--- src/rtl/word_fifo_if.sv ---
// word_fifo_if: producer/consumer handshake bundle for word_fifo
// master: drives wr_en, din, rd_en; observes dout, full, empty, count, overflow, underflow
// slave:  the FIFO side of the same signals
interface word_fifo_if #(
    parameter int n = 8,
    parameter int DEPTH = 8
);
    localparam int AW = $clog2(DEPTH);
    logic          wr_en;
    logic [n-1:0]  din;
    logic          rd_en;
    logic [n-1:0]  dout;
    logic          full;
    logic          empty;
    logic [AW:0]   count;
    logic          overflow;
    logic          underflow;
    modport master (
        output wr_en, din, rd_en,
        input  dout, full, empty, count, overflow, underflow
    );
    modport slave (
        input  wr_en, din, rd_en,
        output dout, full, empty, count, overflow, underflow
    );
endinterface

--- src/rtl/word_fifo.sv ---
// word_fifo: synchronous DEPTH x n FIFO with registered read data, status flags and error pulses
// clk: rising-edge clock; rst: asynchronous active-low reset
// bus (slave): wr_en/din write request, rd_en read request, dout registered read data,
//              full/empty/count occupancy, overflow/underflow one-cycle rejection pulses
module word_fifo #(
    parameter int n = 8,
    parameter int DEPTH = 8
) (
    input  logic       clk,
    input  logic       rst,
    word_fifo_if.slave bus
);
    localparam int AW = $clog2(DEPTH);
    logic [n-1:0]  mem [DEPTH];
    logic [AW-1:0] wr_ptr, rd_ptr;
    logic [AW:0]   cnt;
    logic          wr_ok, rd_ok;
    assign bus.full  = cnt == (AW+1)'(DEPTH);
    assign bus.empty = cnt == '0;
    assign bus.count = cnt;
    // a full FIFO still takes a write when a read frees a slot on the same edge
    assign wr_ok = bus.wr_en && (!bus.full || bus.rd_en);
    assign rd_ok = bus.rd_en && !bus.empty;
    always_ff @(posedge clk)
        if (wr_ok) mem[wr_ptr] <= bus.din;
    always_ff @(posedge clk or negedge rst)
        if (!rst) begin
            wr_ptr        <= '0;
            rd_ptr        <= '0;
            cnt           <= '0;
            bus.dout      <= '0;
            bus.overflow  <= 1'b0;
            bus.underflow <= 1'b0;
        end else begin
            if (wr_ok) wr_ptr <= wr_ptr + 1'b1;
            if (rd_ok) begin
                rd_ptr   <= rd_ptr + 1'b1;
                bus.dout <= mem[rd_ptr];
            end
            cnt           <= wr_ok && !rd_ok ? cnt + 1'b1 : rd_ok && !wr_ok ? cnt - 1'b1 : cnt;
            bus.overflow  <= bus.wr_en && !wr_ok;
            bus.underflow <= bus.rd_en && !rd_ok;
        end
endmodule

--- src/flat_wrapper.sv ---
// flat-port wrapper written by rule: the top's interface ports become plain ports
module word_fifo_flat 
#(
    parameter int n = 8,
    parameter int DEPTH = 8
)
  (clk, rst, bus_wr_en, bus_din, bus_rd_en, bus_dout, bus_full, bus_empty, bus_count, bus_overflow, bus_underflow);
  word_fifo_if #(.n(n), .DEPTH(DEPTH)) bus_i ();
  input  logic clk;
  input  logic rst;
  input wire logic [$bits(bus_i.wr_en)-1:0] bus_wr_en;
  input wire logic [$bits(bus_i.din)-1:0] bus_din;
  input wire logic [$bits(bus_i.rd_en)-1:0] bus_rd_en;
  output wire logic [$bits(bus_i.dout)-1:0] bus_dout;
  output wire logic [$bits(bus_i.full)-1:0] bus_full;
  output wire logic [$bits(bus_i.empty)-1:0] bus_empty;
  output wire logic [$bits(bus_i.count)-1:0] bus_count;
  output wire logic [$bits(bus_i.overflow)-1:0] bus_overflow;
  output wire logic [$bits(bus_i.underflow)-1:0] bus_underflow;
  assign bus_i.wr_en = bus_wr_en;
  assign bus_i.din = bus_din;
  assign bus_i.rd_en = bus_rd_en;
  assign bus_dout = bus_i.dout;
  assign bus_full = bus_i.full;
  assign bus_empty = bus_i.empty;
  assign bus_count = bus_i.count;
  assign bus_overflow = bus_i.overflow;
  assign bus_underflow = bus_i.underflow;
  word_fifo #(.n(n), .DEPTH(DEPTH)) u_core (.clk(clk), .rst(rst), .bus(bus_i));
endmodule
--- config.mk ---
export PLATFORM = sky130hd
export DESIGN_NAME = word_fifo_flat
export DESIGN_NICKNAME = d
export VERILOG_FILES = /design/src/rtl/word_fifo_if.sv /design/src/rtl/word_fifo.sv /design/src/flat_wrapper.sv
export SDC_FILE = /design/constraint.sdc
export NUM_CORES = 1
export LEC_CHECK = 0
export BUFFER_PORTS_ARGS = -buffer_cell sky130_fd_sc_hd__clkbuf_2
export CORE_UTILIZATION = 49
export DETAILED_ROUTE_END_ITERATION = 8
export HOLD_SLACK_MARGIN = 0.03
export PLACE_DENSITY_LB_ADDON = 0.12
export SETUP_SLACK_MARGIN = 0.15
export SYNTH_ARGS = -nofsm -noshare
export SYNTH_HDL_FRONTEND = slang
export SYNTH_SLANG_ARGS = --single-unit
--- constraint.sdc ---
create_clock -name clk -period 2.9 [get_ports clk]
set_input_delay 0.58 -clock clk [delete_from_list [all_inputs] [get_ports clk]]
set_output_delay 0.58 -clock clk [all_outputs]
set_load 0.03 [all_outputs]
# After elaboration in Yosys (flattened, before gate mapping)
# Memories as Yosys holds them, arrays and structs flattened. A register that Yosys moved wholly into a read port is not among the register bits.
# Cells that the tools add are included.
[word_totals] register_bits=12 latchBits=0 mem_bits_rw=64 rom_bits=0 in_bits=12 wordCells=29 mem_count=1
[memory_table] name="u_core.mem" depth=8 width=8 rd=1 rd_clocked_by_memory_dff=1 write_ports=1 line_no="word_fifo.sv:14" source="logic [n-1:0] mem [DEPTH];"
[op_classes] add_sub_neg=4 multipliers=0 div=0 order_cmp=0 eq_ne=1 n_shift=0 mux=4 bitwise_logic=0 n_reduce_logical=14
[ops] op="$mux 4" count=2
[ops] op="$add 3x1->3 const B" count=2
[ops] op="$logic_and 1x1->1" count=6
[ops] op="$logic_not 1->1" count=5
[ops] op="$add 4x1->4 const B" count=1
[ops] op="$eq 4x4->1 const B" count=1
[ops] op="$logic_not 4->1" count=1
[ops] op="$sub 4x1->4 const B" count=1
[ops] op="$mux 1" count=2
[ops] op="$reduce_bool 2->1" count=1
[ops] op="$logic_or 1x1->1" count=1

# Logic depth before layout (Yosys ltp)
# Gate-level depths: netlist of the first run.
[logic_depth] depth_word=8 depth_mapped=10

# Least setup slack after synthesis of the first run
# Ideal clock, no wire load.
[synth_path] kind="register to register" start="register u_core.cnt[0], in the netlist u_core.bus.count[0]" end="register u_core.cnt[3], in the netlist u_core.bus.count[3]" t_arrival_ns=3.328 required_ns=2.764 setup_slack_ns=-0.564 path_stages_with_launch=10 path_cell_list="dfrtp_1 -> nor4_1 -> nand2b_1 -> buf_2 -> ha_1 -> inv_1 -> ha_1 -> a21o_2 -> a2111oi_0 -> o31ai_1"
[synth_via] elab_cells_between_ends=16 classes_between="add/sub: 2; eq/ne: 1; mux: 2; reduce/logical: 11"
[synth_rtl] item="from (decl)" line_no="word_fifo.sv:16" source="logic [AW:0] cnt;"
[synth_rtl] item="from (signal assigned)" line_no="word_fifo.sv:40" source="cnt <= wr_ok && !rd_ok ? cnt + 1'b1 : rd_ok && !wr_ok ? cnt - 1'b1 : cnt;"
[synth_rtl] item="$logic_not 4->1 *" line_no="word_fifo.sv:19" source="assign bus.empty = cnt == '0;"
[synth_rtl] item="net bus_empty" line_no="flat_wrapper.sv:16" source="output wire logic [$bits(bus_i.empty)-1:0] bus_empty;"
[synth_rtl] item="$logic_not 1->1 *" line_no="word_fifo.sv:23" source="assign rd_ok = bus.rd_en && !bus.empty;"
[synth_rtl] item="$logic_and 1x1->1 *" line_no="word_fifo.sv:23"
[synth_rtl] item="$logic_not 1->1" line_no="word_fifo.sv:40"
[synth_rtl] item="$logic_and 1x1->1" line_no="word_fifo.sv:40"
[synth_rtl] item="$mux 4 or $reduce_bool 2->1 (tied branches)"
# The timed path passes the listed nets; every way through them passes the cells marked *. The select of a mux whose other input is x is not followed.
# A chain may end at the register's enable or synchronous reset.

# Worst setup path in the final report of the first run
[layout_path] start="register u_core.cnt[2], in the netlist u_core.bus.count[2]" end="register u_core.cnt[3], in the netlist u_core.bus.count[3]"
[layout_via] elab_chain_cells=7 elab_cells_between_ends=16 classes_between="add/sub: 2; eq/ne: 1; mux: 2; reduce/logical: 11"
[layout_lines] item="$eq 4x4->1 *" line_no="word_fifo.sv:18" source="assign bus.full = cnt == (AW+1)'(DEPTH);"
[layout_lines] item="$logic_not 1->1 *" line_no="word_fifo.sv:22" source="assign wr_ok = bus.wr_en && (!bus.full || bus.rd_en);"
[layout_lines] item="$logic_or 1x1->1 *" line_no="word_fifo.sv:22"
[layout_lines] item="$logic_and 1x1->1 *" line_no="word_fifo.sv:22"
[layout_lines] item="net u_core.wr_ok" line_no="word_fifo.sv:17" source="logic wr_ok, rd_ok;"
[layout_lines] item="$logic_not 1->1" line_no="word_fifo.sv:40"
[layout_lines] item="$logic_and 1x1->1" line_no="word_fifo.sv:40"
[layout_lines] item="$reduce_bool 2->1 (no source line)"
# Marked as above.

==> run metrics, run 1 <==
most common flop cell mapped by yosys edfxtp_1; Skew-Pair Late Insertion Delay ~0.35 ns; Net Count, Synth 233; CTS sink cnt 84; Hold WC Path Type in2async; Initial Util about 51%; mux cell area share after synthesis between 10 and 15%; run status finished, final reports clean; FFs w/ async S/R, synth between 20% and 30%; RSZ-0062 raised after global routing no; largest net degree at the start of global routing 21; Chip Height between 80 and 90 µm; Yosys Warn Count 0; Routed WL about 6.1 mm; Final period util roughly 91%; Synth Area in Adders approximately 2.4%; Synth Area in Compound Gates 6.61%; io pins 28; Final Util between 50 and 60%; CTS tree done; post-synthesis simple-gate area fraction ~5.7%; Fin Setup TNS 0 ns; Post-Syn Instances 215; clock tree buffer depth 2; Yosys reg bits between 80 and 90; DR WL/cell 17.5 µm; clock transition at the registers of the reported paths 0.09 ns; Setup CP Type reg2reg; Worst-Margin Slew 0.890 ns; Fillers around 520; initial antenna violation count 0; post-synth cell types 34; hold_buf cts 0; vias in the first global route about 1,800; max cap viols 0; Die X 85.6 µm; post-layout min period between 2 and 3 ns; Post-Layout Cell Count 346; Pre-antenna DRT Iters 4; Placed Cells incl. Taps 326; DR vias around 1,900; Max Slew Vio Count 0; Worst setup EP type flip-flop; row cnt 30; VDD IR max around 0.36 mV; grt ovf 0; Inserted Diodes 0; register area ~2400 µm²; PnR Total Power 4.11 mW; total leakage power 1.50 nW; power per cell area a little over 1000 nW/µm²; CP Data Arrival Time ~2.9 ns; sequential share of the synthesized area between 70 and 80%; DRC viols 0; total core area 6760 µm²; startpoint types flip-flop; DIE AREA 7330 µm²; Via density 5.41; layout cell share with drive strength beyond 1 between 30% and 40%; Post-synth EDFFs 64; worst slack, placed roughly 0.15 ns; largest family of logic cells by synthesized area multiplexers; root buf cell clkbuf_8; Layout area overhead 16.1%; crit path max fanout 5; I/O Buffers 27; Final Setup Violations 0; CTS HTree Levels 3; dpl hpwl 3.99 mm; GRT Resource Usage Total roughly 18%; skew final around 0.013 ns; fin nets roughly 280; Mean Syn Cell Area around 16 µm²; Final Worst Setup Slack between 0.2 and 0.3 ns; worst path required time ~3.1 ns; first-pass GRT wire length approximately 9.4 mm; area of the mapped netlist approximately 3400 µm²; DRT antenna net count 0; post-synthesis xor/xnor area fraction between 1.5 and 2%; footprint of the multi-input gates approximately 970 µm²; CTS Buf Count 9; Placer Congestion about 0.73; Hold Vio Cnt, Final 0; initial DRC count ~110; Achievable Freq approximately 380 MHz; Slew headroom 40.6%
[per-stage QoR]
step	hold WS, ns	instance area, µm²
global route	0.206	3980
global placement	0.461	3720
CTS	0.182	3940
detailed placement	0.469	3720
floorplan	0.284	3450
finish	0.172	3980
[cell families (layout without fill, tap and decap cells)]
| group | count (synthesis) | after routing |
|---|---|---|
| flops | 84 | 84 |
| simple gates | 40 | 40 |
| mux | 35 | 35 |
| compound gates | 31 | 31 |
| buf+inv | 13 | 64 |
| fa+ha+maj | 6 | 6 |
| xor+xnor | 6 | 6 |
[power breakdown]
group,total [mW],switching [mW],internal (mW),leakage (nW)
combinational,1.49,0.836,0.656,0.592
clock,0.837,0.435,0.403,0.0939
sequential,1.78,0.212,1.57,0.818
[critical path: stages, from the launching register on]
cell     delay [ns]
dfrtp_2        0.45
or4b_4         0.59
o21ai_4        0.18
inv_2          0.08
ha_2           0.23
inv_4          0.10
ha_1           0.22
a21o_2         0.23
a21oi_2        0.16
mux2i_1        0.20
o31ai_1        0.08
[cells in the final DEF, fill, tap and decap left out, drive strengths merged]
cell       n
nor3b      1
nor2b      1
a21oi      1
nor2       5
nor4       2
or4b       1
mux2i     17
o31ai      1
xor2       1
edfxtp    64
ha         5
o21ai     11
a2111oi    1
clkinvlp   2
and2       1
xnor2      5
dfrtp     20
inv        6
bufinv     1
nor3       7
nand2b     4
mux2      18
fa         1
clkinv     2
a221o      8
a21o       1
clkbuf    36
buf       17
nand2     18
o22ai      8
[per-layer routing]
metal  wire length (µm)  global-route usage (%)  share of wire, %  vias up
met2               2740                    26.1                45       38
met5                  0                       0                 0        -
li1                   -                       -                 -      911
met1               3050                    25.6                50      915
met3                175                    3.56               2.9        8
met4                 85                    9.55               1.4        0
[area by class of cell]
cell class | instances | share of cell area (%)
Tap cell | 80 | 2.52
Timing Repair Buffer | 44 | 6.61
Multi-Input combinational cell | 118 | 24.4
Sequential cell | 84 | 61.0
Inverter | 4 | 0.441
Clock buffer | 9 | 3.12
Clock inverter | 7 | 1.89
[state kept, by name, summed over array words and instances, names as in the netlist]
| signal | count |
|---|---|
| u_core.bus.overflow | 1 |
| u_core.mem | 64 |
| u_core.rd_ptr | 3 |
| u_core.bus.underflow | 1 |
| u_core.bus.count | 4 |
| u_core.wr_ptr | 3 |
| u_core.bus.dout | 8 |
[final timing paths]
path / end / depth (start not counted) / slack (ns) / start
max: u_core.bus.count[3] / 10 / 0.26 / u_core.bus.count[2]
min: u_core.wr_ptr[2] / 1 / 0.17 / rst
max reg2reg: u_core.bus.count[3] / 10 / 0.26 / u_core.bus.count[2]
min reg2reg: u_core.bus.dout[0] / 2 / 0.48 / u_core.bus.dout[0]
max in group asynchronous: u_core.bus.count[1] / 1 / 2.36 / rst
min in group clk: u_core.bus.overflow / 2 / 0.46 / bus_rd_en
[repair_timing]
action / CTS / global route
buffers inserted: 1 / 3
gates resized for setup: 2 / 3
setup endpoints to repair: 1 / 1
[synthesized netlist by cell type (2+ instances only)]
cell / count / share of area (%)
edfxtp_1: 64 / 56
dfrtp_1: 20 / 15
mux2_2: 18 / 5.9
mux2i_1: 17 / 5.0
nand2_1: 17 / 1.9
o21ai_0: 9 / 1.3
a221o_1: 8 / 2.3
o22ai_1: 8 / 1.5
nor3_1: 7 / 1.0
ha_1: 5 / 1.8
nor2_1: 5 / 0.55
xnor2_1: 5 / 1.3
nand2b_1: 4 / 0.73
inv_1: 3 / 0.33
buf_1: 2 / 0.22
buf_2: 2 / 0.29
buf_4: 2 / 0.44
buf_6: 2 / 0.66
nor4_1: 2 / 0.37
(Power assumes the default switching activity.)
==> run 2: changes to the inputs <==
--- a/config.mk
+++ b/config.mk
@@ -5,7 +5,7 @@
 export SDC_FILE = /design/constraint.sdc
 export NUM_CORES = 1
 export LEC_CHECK = 0
-export BUFFER_PORTS_ARGS = -buffer_cell sky130_fd_sc_hd__clkbuf_2
+export BUFFER_PORTS_ARGS = -buffer_cell sky130_fd_sc_hd__buf_2
 export CORE_UTILIZATION = 49
 export DETAILED_ROUTE_END_ITERATION = 8
 export HOLD_SLACK_MARGIN = 0.03
==> run metrics, run 2 (synthesis gave the netlist of run 1 again) <==
Layout area overhead 15.4%; Fillers 533 (+1.9%); worst path bufs/invs 2 (unchanged); DR WL/cell 17.3 µm (-0.83%); Max stage delay on crit path 0.54 ns (-0.05 ns); crit path max fanout 6 (+1); number of flip-flops under the largest register name 64 (unchanged); Pre-antenna DRT Iters 4 (unchanged); cell mode on critical path inv_2; CTS tree done; CTS Buf Count 9 (unchanged); Slew headroom 57.9% (+17 points); DIE AREA 7330 µm² (unchanged); VDD IR max 0.407 mV (+12%); fin nets 277 (-0.72%); Fin Setup TNS 0 ns (unchanged); skew final 0.00820 ns (-0.00494 ns); Final Setup Violations 0 (unchanged); Die X 85.6 µm (unchanged); dpl hpwl 3.91 mm (-2.0%); Crit path max-delay family compound AO/OA/AOI/OAI gates; commonest non-fill, non-tap cell in the layout edfxtp_1; RSZ-0062 raised after global routing no; initial antenna violation count 0 (unchanged); Placer Congestion 0.722 (-0.97%); initial DRC count 85 (-22%); Skew-Pair Late Insertion Delay 0.35 ns (about the same); worst path required time 3.13 ns (about the same); Inserted Diodes 0 (unchanged); layout cell share with drive strength beyond 1 33.3% (-0.88 points); I/O Buffers 27 (unchanged); hold_buf cts 0 (unchanged); DRC viols 0 (unchanged); Most flops, register u_core.mem; most frequent cells in the layout 64 x edfxtp_1, 27 x buf_2, 18 x mux2_2; startpoint types flip-flop; first-pass GRT wire length 9.27 mm (-0.89%); Max Slew Vio Count 0 (unchanged); PnR Total Power 4.07 mW (-1.1%); Setup CP Type reg2reg; run status finished, final reports clean; total leakage power 1.49 nW (-0.74%); vias in the first global route 1,731 (-2.0%); Via density 5.46 (+0.90%); Worst setup EP type flip-flop; Final period util 91.1% (about the same); CTS HTree Levels 3 (unchanged); Routed WL 5.97 mm (-1.4%); root buf cell clkbuf_8; Worst-Margin Slew 0.630 ns (-0.260 ns); total core area 6760 µm² (unchanged); largest net degree at the start of global routing 21 (unchanged); footprint of the multi-input gates 966 µm² (-0.39%); Achievable Freq 379 MHz (about the same); Hold Vio Cnt, Final 0 (unchanged); post-layout min period 2.64 ns (+0.00190 ns); DR vias 1,878 (+0.32%); Hold WC Path Type in2async; io pins 28 (unchanged); DRT antenna net count 0 (unchanged); row cnt 30 (unchanged); CP Data Arrival Time 2.87 ns (about the same); max cap viols 0 (unchanged); power per cell area 1030 nW/µm² (-0.52%); Initial Util 50.7% (unchanged); register area 2430 µm² (unchanged); crit-path cells or4b_4 -> o21ai_4 -> inv_2 -> ha_2 -> inv_2 -> ha_1 -> a21o_2 -> a21oi_1 -> mux2i_1 -> o31ai_1; CTS sink cnt 84 (unchanged); clock transition at the registers of the reported paths 0.09 ns (about the same); CP max stage cell or4b_4; GRT Resource Usage Total 17.9% (about the same); grt ovf 0 (unchanged); clock tree buffer depth 2 (unchanged); Chip Height 85.6 µm (unchanged)
run 2: changes by cell type in the layout (fill, tap and decap cells not counted), sizes merged:
| cell | change |
|---|---|
| clkbuf | -26 |
| buf | +25 |
| clkinv | -1 |
run 2: routing by layer:
layer / up-vias / wire length (µm) / GRT usage, %
met5: - / 0 / 0
met4: 0 / 117 / 9.55
met3: 9 / 206 / 4.04
met2: 39 / 2650 / 25.5
met1: 923 / 2990 / 25.8
li1: 907 / - / -
run 2: repair_timing:
| action | 4_1_cts | 5_1_grt |
|---|---|---|
| buffers inserted | 0 | 3 |
| endpoints found under the setup margin | 0 | 1 |
| gates resized for setup | 0 | 3 |
run 2: worst paths after layout:
check,startpoint,end,slack [ns],depth (start not counted)
min reg2reg,u_core.bus.dout[0],u_core.bus.dout[0],0.47,2
min,rst,u_core.bus.underflow,0.16,1
min in group clk,bus_rd_en,u_core.bus.overflow,0.45,2
max,u_core.bus.count[0],u_core.bus.count[3],0.26,10
max reg2reg,u_core.bus.count[0],u_core.bus.count[3],0.26,10
max in group asynchronous,rst,u_core.bus.count[3],2.41,1
run 2: area by class of cell:
class / count / share of cell area, %
Multi-Input combinational cell: 118 / 24.4
Timing Repair Buffer: 42 / 6.26
Clock buffer: 10 / 3.23
Inverter: 4 / 0.380
Clock inverter: 6 / 1.80
Tap cell: 80 / 2.53
Sequential cell: 84 / 61.4
run 2: stage by stage:
| step | cells | worst slack, ns | util, % | area (µm²) | hold WS (ns) |
|---|---|---|---|---|---|
| floorplan | 215 | 0.163 | - | 3450 | 0.284 |
| global placement | 325 | 0.238 | 55.0 | 3710 | 0.457 |
| detailed placement | 325 | 0.174 | 55.0 | 3710 | 0.466 |
| CTS | 341 | 0.156 | 57.9 | 3910 | 0.168 |
| global route | 344 | 0.159 | 58.5 | 3960 | 0.183 |
| finish | 344 | 0.258 | 58.5 | 3960 | 0.162 |
run 2: where the power goes:
group          total [mW]  switching [mW]  leakage (nW)  internal, mW
Sequential           1.74           0.173         0.818          1.57
Clock               0.835           0.429        0.0935         0.406
Combinational        1.49           0.853         0.581         0.637
run 2: worst register-to-register path: stages (launching register included):
cell     delay (ns)
dfrtp_2        0.47
or4b_4         0.54
o21ai_4        0.18
inv_2          0.07
ha_2           0.21
inv_2          0.11
ha_1           0.23
a21o_2         0.22
a21oi_1        0.18
mux2i_1        0.21
o31ai_1        0.09
